### config.mk
export PLATFORM = sky130hd
export DESIGN_NAME = fetch_stage
export DESIGN_NICKNAME = d
export VERILOG_FILES = /design/src/rtl/fetch_pkg.sv /design/src/rtl/fetch_fifo.sv /design/src/rtl/fetch_stage.sv
export SDC_FILE = /design/constraint.sdc
export NUM_CORES = 1
export LEC_CHECK = 0
export CAP_MARGIN = 20
export CORE_AREA = 2 2 118 177
export CTS_BUF_LIST = sky130_fd_sc_hd__clkbuf_4
export CTS_CLUSTER_DIAMETER = 60
export DETAILED_ROUTE_END_ITERATION = 8
export DIE_AREA = 0 0 120 179
export HOLD_SLACK_MARGIN = 0.15
export MAX_ROUTING_LAYER = met4
export PLACE_DENSITY_LB_ADDON = 0.15
export SYNTH_ARGS = -nofsm -noshare
export SYNTH_HDL_FRONTEND = slang
export SYNTH_SLANG_ARGS = --single-unit
### constraint.sdc
create_clock -name clk -period 13 [get_ports clk]
set_clock_uncertainty 0.1 [all_clocks]
set_input_delay 2.6 -clock clk [delete_from_list [all_inputs] [get_ports clk]]
set_output_delay 2.6 -clock clk [all_outputs]
set_load 0.01 [all_outputs]
### src/rtl/fetch_pkg.sv
// Shared types and constants for the instruction-fetch stage.
package fetch_pkg;

    // Canonical RV32I bubble: addi x0, x0, 0
    localparam logic [31:0] NOP = 32'h0000_0013;

    // PC the core starts fetching from when no override is given
    localparam logic [31:0] DEFAULT_RESET_PC = 32'h0000_0000;

    // One prefetch-queue slot: the instruction and the PC it was fetched from
    typedef struct packed {
        logic [31:0] pc;
        logic [31:0] instr;
    } fetch_entry_t;

endpackage

### src/rtl/fetch_fifo.sv
// Fall-through prefetch queue. When empty, a pushed entry is visible at the
// head in the same cycle, and if it is also popped it never gets stored.
module fetch_fifo
    import fetch_pkg::*;
#(
    parameter int DEPTH = 2,
    localparam int CW = $clog2(DEPTH + 1)
) (
    input  logic          clk,
    input  logic          reset,
    input  logic          i_push,
    input  fetch_entry_t  i_push_data,
    input  logic          i_pop,
    input  logic          i_clear,
    output logic [CW-1:0] o_count,
    output logic          o_head_valid,
    output fetch_entry_t  o_head_data
);

    localparam int PW = (DEPTH > 1) ? $clog2(DEPTH) : 1;

    fetch_entry_t  r_mem [2**PW];
    logic [PW-1:0] r_rd;
    logic [PW-1:0] r_wr;
    logic [CW-1:0] r_count;

    logic w_empty;
    logic w_bypass;
    logic w_wr;
    logic w_rd;

    function automatic logic [PW-1:0] ptr_inc(input logic [PW-1:0] p);
        return (p == PW'(DEPTH - 1)) ? '0 : p + PW'(1);
    endfunction

    assign w_empty      = (r_count == '0);
    assign w_bypass     = w_empty & i_push & i_pop;
    assign w_wr         = i_push & ~w_bypass & ~i_clear;
    assign w_rd         = i_pop & ~w_empty;
    assign o_count      = r_count;
    assign o_head_valid = ~w_empty | i_push;
    assign o_head_data  = w_empty ? i_push_data : r_mem[r_rd];

    // Pointer and occupancy bookkeeping; clear empties the queue in one cycle
    always_ff @(posedge clk) begin
        if (reset || i_clear) begin
            r_rd    <= '0;
            r_wr    <= '0;
            r_count <= '0;
        end else begin
            if (w_wr) r_wr <= ptr_inc(r_wr);
            if (w_rd) r_rd <= ptr_inc(r_rd);
            r_count <= r_count + CW'(w_wr) - CW'(w_rd);
        end
    end

    // Entry storage; contents need no reset since occupancy gates visibility
    always_ff @(posedge clk) begin
        if (w_wr) r_mem[r_wr] <= i_push_data;
    end

endmodule

### src/rtl/fetch_stage.sv
// Instruction-fetch stage with prefetch queue and IF/ID register.
// Optional feature macro: FETCH_PREFETCH_EN -- when defined the queue holds
// FIFO_DEPTH entries with as many requests in flight; otherwise one entry and
// a single outstanding request.
module fetch_stage
    import fetch_pkg::*;
#(
    parameter int              XLEN       = 32,
    parameter logic [XLEN-1:0] RESET_PC   = DEFAULT_RESET_PC,
    parameter int              FIFO_DEPTH = 2
) (
    input  logic            clk,
    input  logic            reset,
    input  logic            StallF,
    input  logic            StallD,
    input  logic            FlushD,
    input  logic            PCSrcE,
    input  logic [XLEN-1:0] PCTargetE,
    output logic            ImemReqValid,
    input  logic            ImemReqReady,
    output logic [XLEN-1:0] ImemAddr,
    input  logic            ImemRspValid,
    input  logic [31:0]     ImemRspData,
    output logic [31:0]     InstrD,
    output logic [XLEN-1:0] PCD,
    output logic [XLEN-1:0] PCPlus4D,
    output logic            ValidD
);

`ifdef FETCH_PREFETCH_EN
    localparam int DEPTH = FIFO_DEPTH;
`else
    localparam int DEPTH = 1;
`endif
    localparam int CW = $clog2(DEPTH + 1);
    localparam int PW = (DEPTH > 1) ? $clog2(DEPTH) : 1;

    if (FIFO_DEPTH < 2) begin : g_depth_check
        $error("FIFO_DEPTH must be at least 2");
    end

    logic [XLEN-1:0] r_pcf;
    logic [CW-1:0]   r_out;
    logic [CW-1:0]   r_drop;
    logic [XLEN-1:0] r_shadow [2**PW];
    logic [PW-1:0]   r_sh_wr;
    logic [PW-1:0]   r_sh_rd;

    logic [XLEN-1:0] w_target;
    logic [CW-1:0]   w_count;
    logic            w_credit;
    logic            w_fire;
    logic            w_rsp_ok;
    logic            w_rsp_keep;
    logic            w_head_valid;
    logic            w_head_ok;
    logic            w_load;
    fetch_entry_t    w_push_entry;
    fetch_entry_t    w_head;

    function automatic logic [PW-1:0] ptr_inc(input logic [PW-1:0] p);
        return (p == PW'(DEPTH - 1)) ? '0 : p + PW'(1);
    endfunction

    // Low address bits are never meaningful for 32-bit instructions
    assign w_target = PCTargetE & ~XLEN'(3);

    // A request may issue only if every in-flight response is sure of a slot
    assign w_credit     = ({1'b0, r_out} + {1'b0, w_count}) < (CW + 1)'(DEPTH);
    assign ImemReqValid = ~reset & ~StallF & ~PCSrcE & w_credit;
    assign ImemAddr     = r_pcf;
    assign w_fire       = ImemReqValid & ImemReqReady;

    // Responses with nothing outstanding are ignored; stale ones are dropped
    assign w_rsp_ok   = ImemRspValid & (r_out != '0);
    assign w_rsp_keep = w_rsp_ok & (r_drop == '0) & ~PCSrcE;

    assign w_push_entry = '{pc: r_shadow[r_sh_rd], instr: ImemRspData};

    // During a redirect the head is wrong-path, so decode sees a bubble
    assign w_head_ok = w_head_valid & ~PCSrcE;
    assign w_load    = ~reset & ~FlushD & ~StallD & w_head_ok;

    fetch_fifo #(
        .DEPTH (DEPTH)
    ) u_fifo (
        .clk          (clk),
        .reset        (reset),
        .i_push       (w_rsp_keep),
        .i_push_data  (w_push_entry),
        .i_pop        (w_load),
        .i_clear      (PCSrcE),
        .o_count      (w_count),
        .o_head_valid (w_head_valid),
        .o_head_data  (w_head)
    );

    // Program counter: reset, redirect, or advance on each accepted request
    always_ff @(posedge clk) begin
        if (reset) begin
            r_pcf <= RESET_PC & ~XLEN'(3);
        end else if (PCSrcE) begin
            r_pcf <= w_target;
        end else if (w_fire) begin
            r_pcf <= r_pcf + XLEN'(4);
        end
    end

    // Outstanding-request credit and count of responses still to be discarded
    always_ff @(posedge clk) begin
        if (reset) begin
            r_out  <= '0;
            r_drop <= '0;
        end else begin
            r_out <= r_out + CW'(w_fire) - CW'(w_rsp_ok);
            if (PCSrcE) begin
                r_drop <= r_out - CW'(w_rsp_ok);
            end else if (w_rsp_ok && (r_drop != '0)) begin
                r_drop <= r_drop - CW'(1);
            end
        end
    end

    // Shadow-queue pointers pairing each response with its request PC
    always_ff @(posedge clk) begin
        if (reset) begin
            r_sh_wr <= '0;
            r_sh_rd <= '0;
        end else begin
            if (w_fire)   r_sh_wr <= ptr_inc(r_sh_wr);
            if (w_rsp_ok) r_sh_rd <= ptr_inc(r_sh_rd);
        end
    end

    // Shadow-queue storage of request PCs
    always_ff @(posedge clk) begin
        if (w_fire) r_shadow[r_sh_wr] <= r_pcf;
    end

    // IF/ID register: flush > stall > load head > bubble
    always_ff @(posedge clk) begin
        if (reset || FlushD) begin
            ValidD   <= 1'b0;
            InstrD   <= NOP;
            PCD      <= '0;
            PCPlus4D <= XLEN'(4);
        end else if (!StallD) begin
            if (w_head_ok) begin
                ValidD   <= 1'b1;
                InstrD   <= w_head.instr;
                PCD      <= w_head.pc;
                PCPlus4D <= w_head.pc + XLEN'(4);
            end else begin
                ValidD   <= 1'b0;
                InstrD   <= NOP;
                PCD      <= '0;
                PCPlus4D <= XLEN'(4);
            end
        end
    end

    // A response can only answer a request that is actually outstanding
    a_rsp_has_credit: assert property (@(posedge clk) disable iff (reset)
        ImemRspValid |-> (r_out != '0));

endmodule

==> flow_metrics.env <==
export IMPL_status="finished, final reports clean"
export IMPL_design_die_area_um2=21480
export IMPL_power_leakage_nw=4.004
export IMPL_syn_area_per_cell_um2=10.89
export IMPL_fin_nets=1123
export IMPL_cts_sinks=218
export IMPL_cts_tree="done"
export IMPL_nFillCells=1749
export IMPL_grtUsageTotal_pct=21.14
export IMPL_path_max_fanout=36
export IMPL_insertion_delay_ns=0.64
export IMPL_port_buffers=193
export IMPL_multiInputGateArea_um2=3638
export IMPL_postCtsHoldBufs=0
export IMPL_syn_inst=846
export IMPL_finalCriticalPeriod_ns=7.013
export IMPL_ys_seq_area_share_pct=57.35
export IMPL_final_common_cell="clkdlybuf4s50_1"
export IMPL_wl_per_cell_um=16.63
export IMPL_vdd_ir_drop_worst_uv=54.94
export IMPL_antenna_found_initial=1
export IMPL_clk_pin_slew_worst_paths_ns=0.06
export IMPL_viasPerCell=5.383
export IMPL_start_util_pct=45.85
export IMPL_die_y_um=179
export IMPL_hold_ws_ns=0.3485
export IMPL_arrival_ns=4.31
export IMPL_ant_nets=0
export IMPL_path_class="in -> out"
export IMPL_ys_types=65
export IMPL_setup_ws_ns=5.987
export IMPL_cpMostUsedCell="clkdlybuf4s50_1"
export IMPL_timing_fmax_mhz=142.6
export IMPL_die_width_um=120
export IMPL_setup_viol=0
export IMPL_yosysWarnings=0
export IMPL_num_vias=7289
export IMPL_p_total_mw=1.361
export IMPL_crit_required_ns=10.30
export IMPL_slew_violations=0
export IMPL_worstMarginPinSlew_ns=0.9488
export IMPL_relSlewSlack_pct=36.75
export IMPL_io_pins=202
export IMPL_finalCritPeriodShare_pct=53.95
export IMPL_critical_path_top_delay_family="buffers and inverters"
export IMPL_overflow=0
export IMPL_core_area_um2=20100
export IMPL_worst_setup_path_end_kind="output port"
export IMPL_firstDrtPassIters=5
export IMPL_cts_root_buffer="clkbuf_4"
export IMPL_synth_edf_count=92
export IMPL_area_growth_pct=29.86
export IMPL_place_gp_congestion=0.8288
export IMPL_syn_area_um2=9215
export IMPL_hold_viol_final=0
export IMPL_ys_async_sr_fraction_pct=0
export IMPL_drt_wl_total_um=22520
export IMPL_synth_area_leader_cell="edfxtp_1"
export IMPL_seqCellArea_um2=5289
export IMPL_ctsHtreeMaxLevel=2
export IMPL_hp_class="reg -> reg"
export IMPL_synth_top_cell_area_share_pct=29.98
export IMPL_drv_cap=0
export IMPL_worst_path_max_delay_cell="clkdlybuf4s50_1"
export IMPL_first_global_vias=6980
export IMPL_grt_max_degree=89
export IMPL_drtIter0Drc=392
export IMPL_layout_common_cells="clkdlybuf4s50_1, dfxtp_1, nand2_1"
export IMPL_detailedPlace_worstSlack_ns=5.980
export IMPL_dpl_hpwl_um=15070
export IMPL_rows=64
export IMPL_synth_area_leaders="edfxtp_1, dfxtp_1, mux2i_1"
export IMPL_grt_pass1_wl_um=35820
export IMPL_rsz0062_at_grt="no"
export IMPL_synth_seq_cells=218
export IMPL_cts_buffer_depth=3
export IMPL_worst_path_buf_inv=3
export IMPL_worst_path_largest_cell_delay_ns=0.53
export IMPL_numCtsBuffers=52
export IMPL_start_kind="input pin"
export IMPL_finalSetupTns_ns=0
export IMPL_synth_ff_type="dfxtp_1"
export IMPL_powerDensity_nw_per_um2=113.7
export IMPL_post_cts_buffers=0
export IMPL_drc=0
export IMPL_post_cts_resized=0
export IMPL_final_layout_size_suffix_gt1_share_pct=10.65
export IMPL_cp_cell_sequence="clkdlybuf4s50_1 > buf_4 > nor4_1 > and2_1 > clkdlybuf4s50_1"
-- layer usage --
layer | vias to the layer above | share of wire, % | track usage (%)
li1 | 3575 | - | -
met4 | 0 | 2.5 | 7.647
met5 | - | 0 | -
met1 | 3394 | 42 | 25.63
met2 | 267 | 50 | 35.16
met3 | 53 | 6.2 | 4.103
-- report_power, final --
part	total (mW)	internal (mW)	switching (mW)
Sequential	0.735	0.721	0.0141
Clock	0.549	0.291	0.258
Combinational	0.0771	0.0415	0.0355
Total	1.36	1.05	0.307
-- kinds of logic (layout without fill, tap and decap cells) --
logic type | count (synthesis) | after routing | synth area share, %
simple gates | 262 | 262 | 15.32
compound gates | 207 | 207 | 14.24
buf+inv | 68 | 306 | 3.449
fa+ha+maj | 2 | 2 | 0.2715
flops | 218 | 218 | 57.35
other cells | 1 | 7 | 0.04069
mux | 66 | 66 | 7.237
xor+xnor | 22 | 22 | 2.091
-- metrics by stage --
| step | area, µm² | cells | utilization (%) |
|---|---|---|---|
| after floorplan | 9235 | 851 | - |
| after global placement | 11290 | 1259 | 56.19 |
| after detailed placement | 11290 | 1259 | 56.19 |
| after CTS | 11960 | 1353 | 59.52 |
| after global routing | 11970 | 1354 | 59.54 |
| final | 11970 | 1354 | 59.54 |
-- worst paths after layout --
| check | startpoint | end | slack [ns] | cells past startpoint |
|---|---|---|---|---|
| setup / recovery | reset | ImemReqValid | 5.99 | 5 |
| hold / removal | ValidD | ValidD | 0.35 | 2 |
| setup reg to reg | u_fifo.o_count | PCPlus4D[31] | 9.71 | 6 |
| hold reg to reg | ValidD | ValidD | 0.35 | 2 |
-- synthesized netlist by cell type (all sizes together), types with 6 or more instances --
library cell,instances
a32o,8
o21ai,99
and3,6
or3,7
buf,20
dfxtp,126
mux2i,61
nor3,8
nand4,21
a31oi,14
edfxtp,92
a21oi,39
nand4b,7
nand3b,7
a22oi,6
xnor2,19
nand2,111
or4,10
nand3,24
and2,11
nor4,8
clkbuf,38
nor2,29
inv,10
-- state kept, by name (all words and copies together) (netlist names) --
register,count
ImemAddr,30
InstrD,32
PCD,30
PCPlus4D,30
ValidD,1
r_drop,1
r_out,1
r_shadow,30
u_fifo.o_count,1
u_fifo.r_mem,62
-- tightest hold or removal path: stages (launching register included) --
cell and delay (ns):
dfxtp_1 0.31, nand2_1 0.05, nand2_1 0.04
-- area by class of cell --
type                    count  share of cell area (%)
diodes                      1                 0.02091
clock buffers              84                   5.270
clock inverters            10                  0.3241
inverters                  10                  0.3137
multi-input cells         565                   30.41
flip-flops and latches    218                   44.20
well taps                 264                   2.760
repair buffers            202                   16.71
No activity file was read; power rests on OpenSTA's default activity.
==> patch 1: new RTL, config.mk and constraints unchanged <==
Make the reset (`reset`) asynchronous in 3 clocked blocks.
--- a/src/rtl/fetch_stage.sv
+++ b/src/rtl/fetch_stage.sv
@@ -97,5 +97,5 @@
 
     // Program counter: reset, redirect, or advance on each accepted request
-    always_ff @(posedge clk) begin
+    always_ff @(posedge clk or posedge reset) begin
         if (reset) begin
             r_pcf <= RESET_PC & ~XLEN'(3);
@@ -108,5 +108,5 @@
 
     // Outstanding-request credit and count of responses still to be discarded
-    always_ff @(posedge clk) begin
+    always_ff @(posedge clk or posedge reset) begin
         if (reset) begin
             r_out  <= '0;
@@ -123,5 +123,5 @@
 
     // Shadow-queue pointers pairing each response with its request PC
-    always_ff @(posedge clk) begin
+    always_ff @(posedge clk or posedge reset) begin
         if (reset) begin
             r_sh_wr <= '0;
Check against the original RTL: differs if reset is asserted again (counterexample within 4 cycles, from zero or initial values and one cycle with reset high); with reset held inactive, the same outputs for 4 cycles.
==> patch 1 against the unedited design <==
Count of clock-buffer cells in the layout is 6 lower; via count is 5.4% lower; critical path depth stayed put; sequential share of layout area is 1.8 points higher; largest cell class unchanged; final area is 0.98% lower; worst setup slack better by 89 ps; sequential cell count stayed put; utilization is 0.59 points lower; wire length is 5.3% lower; power is 1.3% higher; largest power group unchanged; area after synthesis is 1.3% lower; register-to-register slack worse by 890 ps; first-iteration DRC count is 27% lower.
==> patch 1: results (changes against the unedited design) <==
{| class="wikitable"
! Metric !! Value
|-
| Via count normalized by instance count || 5.19 (-3.5%)
|-
| Top cells by count, synth || nand2_1, o21ai_0, dfxtp_1
|-
| Post-DR wirelength/cell || 16.1 um (-3.3%)
|-
| Number of H-tree branching levels || 2 (unchanged)
|-
| Cell types occupying the most area after synthesis || edfxtp_1, dfxtp_1, dfrtp_1, mux2i_1, o21ai_0
|-
| Post-CTS Repair Setup Buffers || 0 (unchanged)
|-
| Final weighted congestion of routability-driven global placement || 0.850 (+2.6%)
|-
| Cell count after synthesis || 811 (-4.1%)
|-
| Number of distinct library cell variants in the gate-level netlist after synthesis || 61 (-6.2%)
|-
| Arrival time of the worst setup path || 4220 ps (-90 ps)
|-
| R2R Path End || PCPlus4D[24]$_SDFFE_PP0N_
|-
| Hold Path Sink || u_fifo.r_mem[0][48]$_DFFE_PP_
|-
| Cell count after placement || 1228 (-2.5%)
|-
| Hold wc startpoint || r_shadow[0][16]$_DFFE_PP_
|-
| Setup slack on the worst flop-to-flop path || 8820 ps (-890 ps)
|-
| Share of cells above drive strength 1 || 10.8% (+0.18 points)
|-
| Biggest fanout along the worst timing path || 48 (+33%)
|-
| Async SR Flop Fraction || 14.7% (+15 points)
|-
| Headroom to the max-slew limit || 38.2% (+1.4 points)
|-
| Layout fillers || 1775 (+1.5%)
|-
| Vias in the first global route || 6667 (-4.5%)
|-
| Final #Nets || 1092 (-2.8%)
|-
| Worst setup path startpoint || PCSrcE
|-
| Clock latency of the later-clocked register in the worst-skew pair || 610 ps (-30 ps)
|-
| Total routing usage reported by global routing || 20.1% (-1.1 points)
|-
| Global-route wire length before repair || 34.0 mm (-5.1%)
|-
| Result of the run || finished clean
|-
| Initial antenna violation count || 1 (unchanged)
|-
| Pin count of the biggest net entering global routing || 79 (-11%)
|-
| Cells on Worst Hold Path || 0 (-2)
|-
| Switching portion of total power || 23.4% (+0.78 points)
|-
| Yosys Warn Count || 0 (unchanged)
|-
| Max stage delay on crit path || 470 ps (-60 ps)
|-
| Clock-pin slew on the worst setup and hold paths || 60 ps (about the same)
|-
| Seq/Total Area, Yosys || 59.9% (+2.5 points)
|-
| Leakage power of the design || 4.12 nW (+2.8%)
|-
| Number of violations reported at the end of detailed-routing iteration 0 || 288 (-27%)
|-
| Placed wire-length estimate after detailed placement || 14.5 mm (-3.5%)
|-
| Worst-case reg-to-reg path depth || 8 (+2)
|-
| Number of vias after detailed routing || 6893 (-5.4%)
|-
| Peak supply drop || 0.0618 mV (+13%)
|}
[patch 1: layer usage]
metal  share of wire [%]  wire length [um]  GRT usage (%)
met5                   0                 0              -
met1                  45              9510           25.5
met4                 1.8               393           6.72
met3                 5.0              1060           3.31
met2                  49             10400           32.9
[patch 1: power groups by stage]
stage               clock network, W  registers, W  logic (W)
floorplan                          0      0.000762  0.0000368
global placement                   0      0.000763  0.0000900
detailed placement                 0      0.000763  0.0000911
CTS                         0.000557      0.000748  0.0000920
global route                0.000598      0.000751  0.0000997
finish                      0.000538      0.000749  0.0000911
[patch 1: logic make-up after synthesis]
| group | after synthesis | synth area share [%] |
|---|---|---|
| flip-flops | 218 | 59.9 |
| AO/OA/AOI/OAI | 183 | 12.8 |
| XOR/XNOR | 20 | 1.93 |
| AND/OR/NAND/NOR | 260 | 14.5 |
| other | 1 | 0.0412 |
| multiplexers | 66 | 7.32 |
| adder cells (fa/ha/maj) | 2 | 0.275 |
| buffers and inverters | 61 | 3.33 |
[patch 1: metrics by stage]
step / cell area [sq um] / hold WS (ps) / worst slack [ps] / util, % / power, W
finish: 11800 / 347 / 6080 / 59.0 / 0.00138
global route: 11800 / 369 / 5990 / 59.0 / 0.00145
CTS: 11800 / 351 / 6060 / 58.9 / 0.00140
detailed placement: 11200 / 339 / 6080 / 55.6 / 0.000854
global placement: 11200 / 332 / 6070 / 55.6 / 0.000853
floorplan: 9110 / 326 / 7200 / - / 0.000798
[patch 1: cell type report]
type / count / share of cell area, %
timing repair buffer: 201 / 16.8
inverter: 8 / 0.253
sequential: 218 / 46.0
clock inverter: 20 / 0.676
tap: 264 / 2.79
clock buffer: 78 / 4.94
multi-input combinational: 537 / 28.5
antenna: 1 / 0.0211
==> patch 2: new RTL, same settings <==
Made on the original files. The option `FETCH_PREFETCH_EN` is turned on by a define.
--- a/src/rtl/fetch_stage.sv
+++ b/src/rtl/fetch_stage.sv
@@ -3,4 +3,6 @@
 // FIFO_DEPTH entries with as many requests in flight; otherwise one entry and
 // a single outstanding request.
+`define FETCH_PREFETCH_EN
+
 module fetch_stage
     import fetch_pkg::*;
Check against the original RTL: not equivalent (Yosys sat finds a counterexample within 4 cycles, from zero or initial values and one cycle with reset high).
==> patch 2 against the unedited design <==
Synthesized cell count grew 41%; clock power is 39% higher; power is 63% higher; area after synthesis grew 47%; final area rose by 38%; critical path type unchanged; sequential share of layout area rose by 5.7 points; sequential cell count rose by 101; utilization up 23 points; worst setup slack better by 51 ps; wire length increased by 37%.
==> patch 2: results (changes against the unedited design) <==
{| class="wikitable"
! Metric !! Value
|-
| Result of the run || finished clean
|-
| Total routing usage reported by global routing || 29.1% (+7.9 points)
|-
| Leakage power of the design || 5.75 nW (+44%)
|-
| Share of cells above drive strength 1 || 12.9% (+2.2 points)
|-
| Fraction of synthesized cell area taken by the top area cell type || 40.9% (+11 points)
|-
| Clock Tree Root || clkbuf_4
|-
| Number of H-tree branching levels || 3 (+1)
|-
| Global-route wire length before repair || 48.4 mm (+35%)
|-
| Post-CTS Repair Setup Buffers || 0 (unchanged)
|-
| Number of violations reported at the end of detailed-routing iteration 0 || 764 (+95%)
|-
| Number of cells in the finished layout apart from fillers || 1720 (+27%)
|-
| Arrival time of the worst setup path || 4260 ps (-50 ps)
|-
| Clock-pin slew on the worst setup and hold paths || 60 ps (about the same)
|-
| Vias in the first global route || 9879 (+42%)
|-
| Registers with the most flip-flops || u_fifo.r_mem (124), r_shadow (60), InstrD (32)
|-
| Biggest fanout along the worst timing path || 45 (+25%)
|-
| Peak supply drop || 0.120 mV (+120%)
|-
| Number of vias after detailed routing || 10183 (+40%)
|-
| Path type of the worst min-delay path || reg2reg
|-
| Cell types occupying the most area after synthesis || edfxtp_1, dfxtp_1, mux2i_1, nand2_1, a21oi_1
|-
| Buffers added on ports || 193 (unchanged)
|-
| Number of buffers created by CTS || 71 (+37%)
|-
| Final weighted congestion of routability-driven global placement || 0.873 (+5.3%)
|-
| Number of enable-type register cells in the synthesized netlist || 184 (+100%)
|-
| Layout fillers || 1202 (-31%)
|-
| Seq/Total Area, Yosys || 60.8% (+3.5 points)
|-
| Cell count after synthesis || 1189 (+41%)
|-
| Max stage delay on crit path || 470 ps (-60 ps)
|-
| Pin count of the biggest net entering global routing || 95 (+6.7%)
|-
| Kind of cell adding the most delay to the critical path || buffers and inverters
|-
| DRT Wirelength || 30.9 mm (+37%)
|-
| Headroom to the max-slew limit || 27.7% (-9.0 points)
|-
| Placed cell area || 15600 sq um (+38%)
|-
| Number of distinct library cell variants in the gate-level netlist after synthesis || 68 (+4.6%)
|-
| Yosys Warn Count || 0 (unchanged)
|-
| Cell count after placement || 1590 (+26%)
|-
| Top cells by count, synth || edfxtp_1, dfxtp_1, nand2_1
|-
| Initial antenna violation count || 1 (unchanged)
|-
| Final #Nets || 1480 (+32%)
|-
| Clock latency of the later-clocked register in the worst-skew pair || 650 ps
|-
| Placed wire-length estimate after detailed placement || 20.2 mm (+34%)
|-
| Post-cts sizing count || 0 (unchanged)
|}
==> patch 2: cell count changes after synthesis, sizes merged, moves of 16 or more <==
cell    unedited run  this run
mux2               5        38
a21oi             39        78
nor3               8        24
edfxtp            92       184
nor2              29        87
nand2            111       134
buf               20        37
==> patch 2: area by class of cell <==
type / instances / area (sq um) / share of cell area, %
timing repair buffer: 207 / 2040 / 12.3
multi-input combinational: 784 / 4930 / 29.9
clock inverter: 13 / 48.8 / 0.296
clock buffer: 116 / 871 / 5.27
antenna: 1 / 2.50 / 0.0152
sequential: 319 / 8230 / 49.9
tap: 264 / 330 / 2.00
inverter: 16 / 60.1 / 0.364
==> patch 2: cell families after synthesis <==
logic type / after synthesis / share of synthesized area, %
DFF: 319 / 60.8
AOI/OAI and AO/OA: 270 / 12.1
adders and majority gates: 9 / 0.888
and+or+nand+nor: 364 / 13.1
other: 1 / 0.0277
buffers and inverters: 91 / 3.03
muxes: 107 / 8.27
xor gates and xnor gates: 28 / 1.81
==> patch 2: layer usage <==
| metal | part of all wire (%) | track usage, % | up-vias |
|---|---|---|---|
| li1 | - | - | 4834 |
| met1 | 39 | 34.0 | 4874 |
| met2 | 52 | 50.2 | 424 |
| met3 | 6.5 | 4.90 | 51 |
| met4 | 2.0 | 11.6 | 0 |
| met5 | 0 | - | - |
==> patch 2: stage by stage <==
stage / setup slack, ps / hold slack [ps] / total power (W)
2_1_floorplan: 6150 / 363 / 0.00137
3_3_place_gp: 6050 / 331 / 0.00146
3_5_place_dp: 6060 / 337 / 0.00147
4_1_cts: 6050 / 346 / 0.00223
5_1_grt: 5970 / 355 / 0.00232
6_report: 6040 / 341 / 0.00222
==> patch 2: worst reg2reg max path: stages, from the launching register on <==
cell	delay, ps
dfxtp_1	320
buf_4	420
mux2_2	300
nand2_1	60
o21ai_0	180
ha_1	310
inv_1	100
a2111o_1	450
a222oi_1	970
nand2_2	160
or3_1	360
a21oi_1	120
==> patch 2: path summary, 6_finish.rpt <==
path                              from                         to  slack, ps  depth (start not counted)
max                              reset               ImemReqValid       6040                          5
min          PCPlus4D[22]$_SDFFE_PP0N_  PCPlus4D[22]$_SDFFE_PP0N_        340                          2
max reg2reg                       flop  PCPlus4D[18]$_SDFFE_PP0N_       9060                         11
min reg2reg  PCPlus4D[22]$_SDFFE_PP0N_  PCPlus4D[22]$_SDFFE_PP0N_        340                          2
==> patch 2: power breakdown <==
| group | switching [W] | internal (W) |
|---|---|---|
| clock network | 0.000361 | 0.000403 |
| logic | 0.000175 | 0.000130 |
| registers | 0.0000265 | 0.00112 |
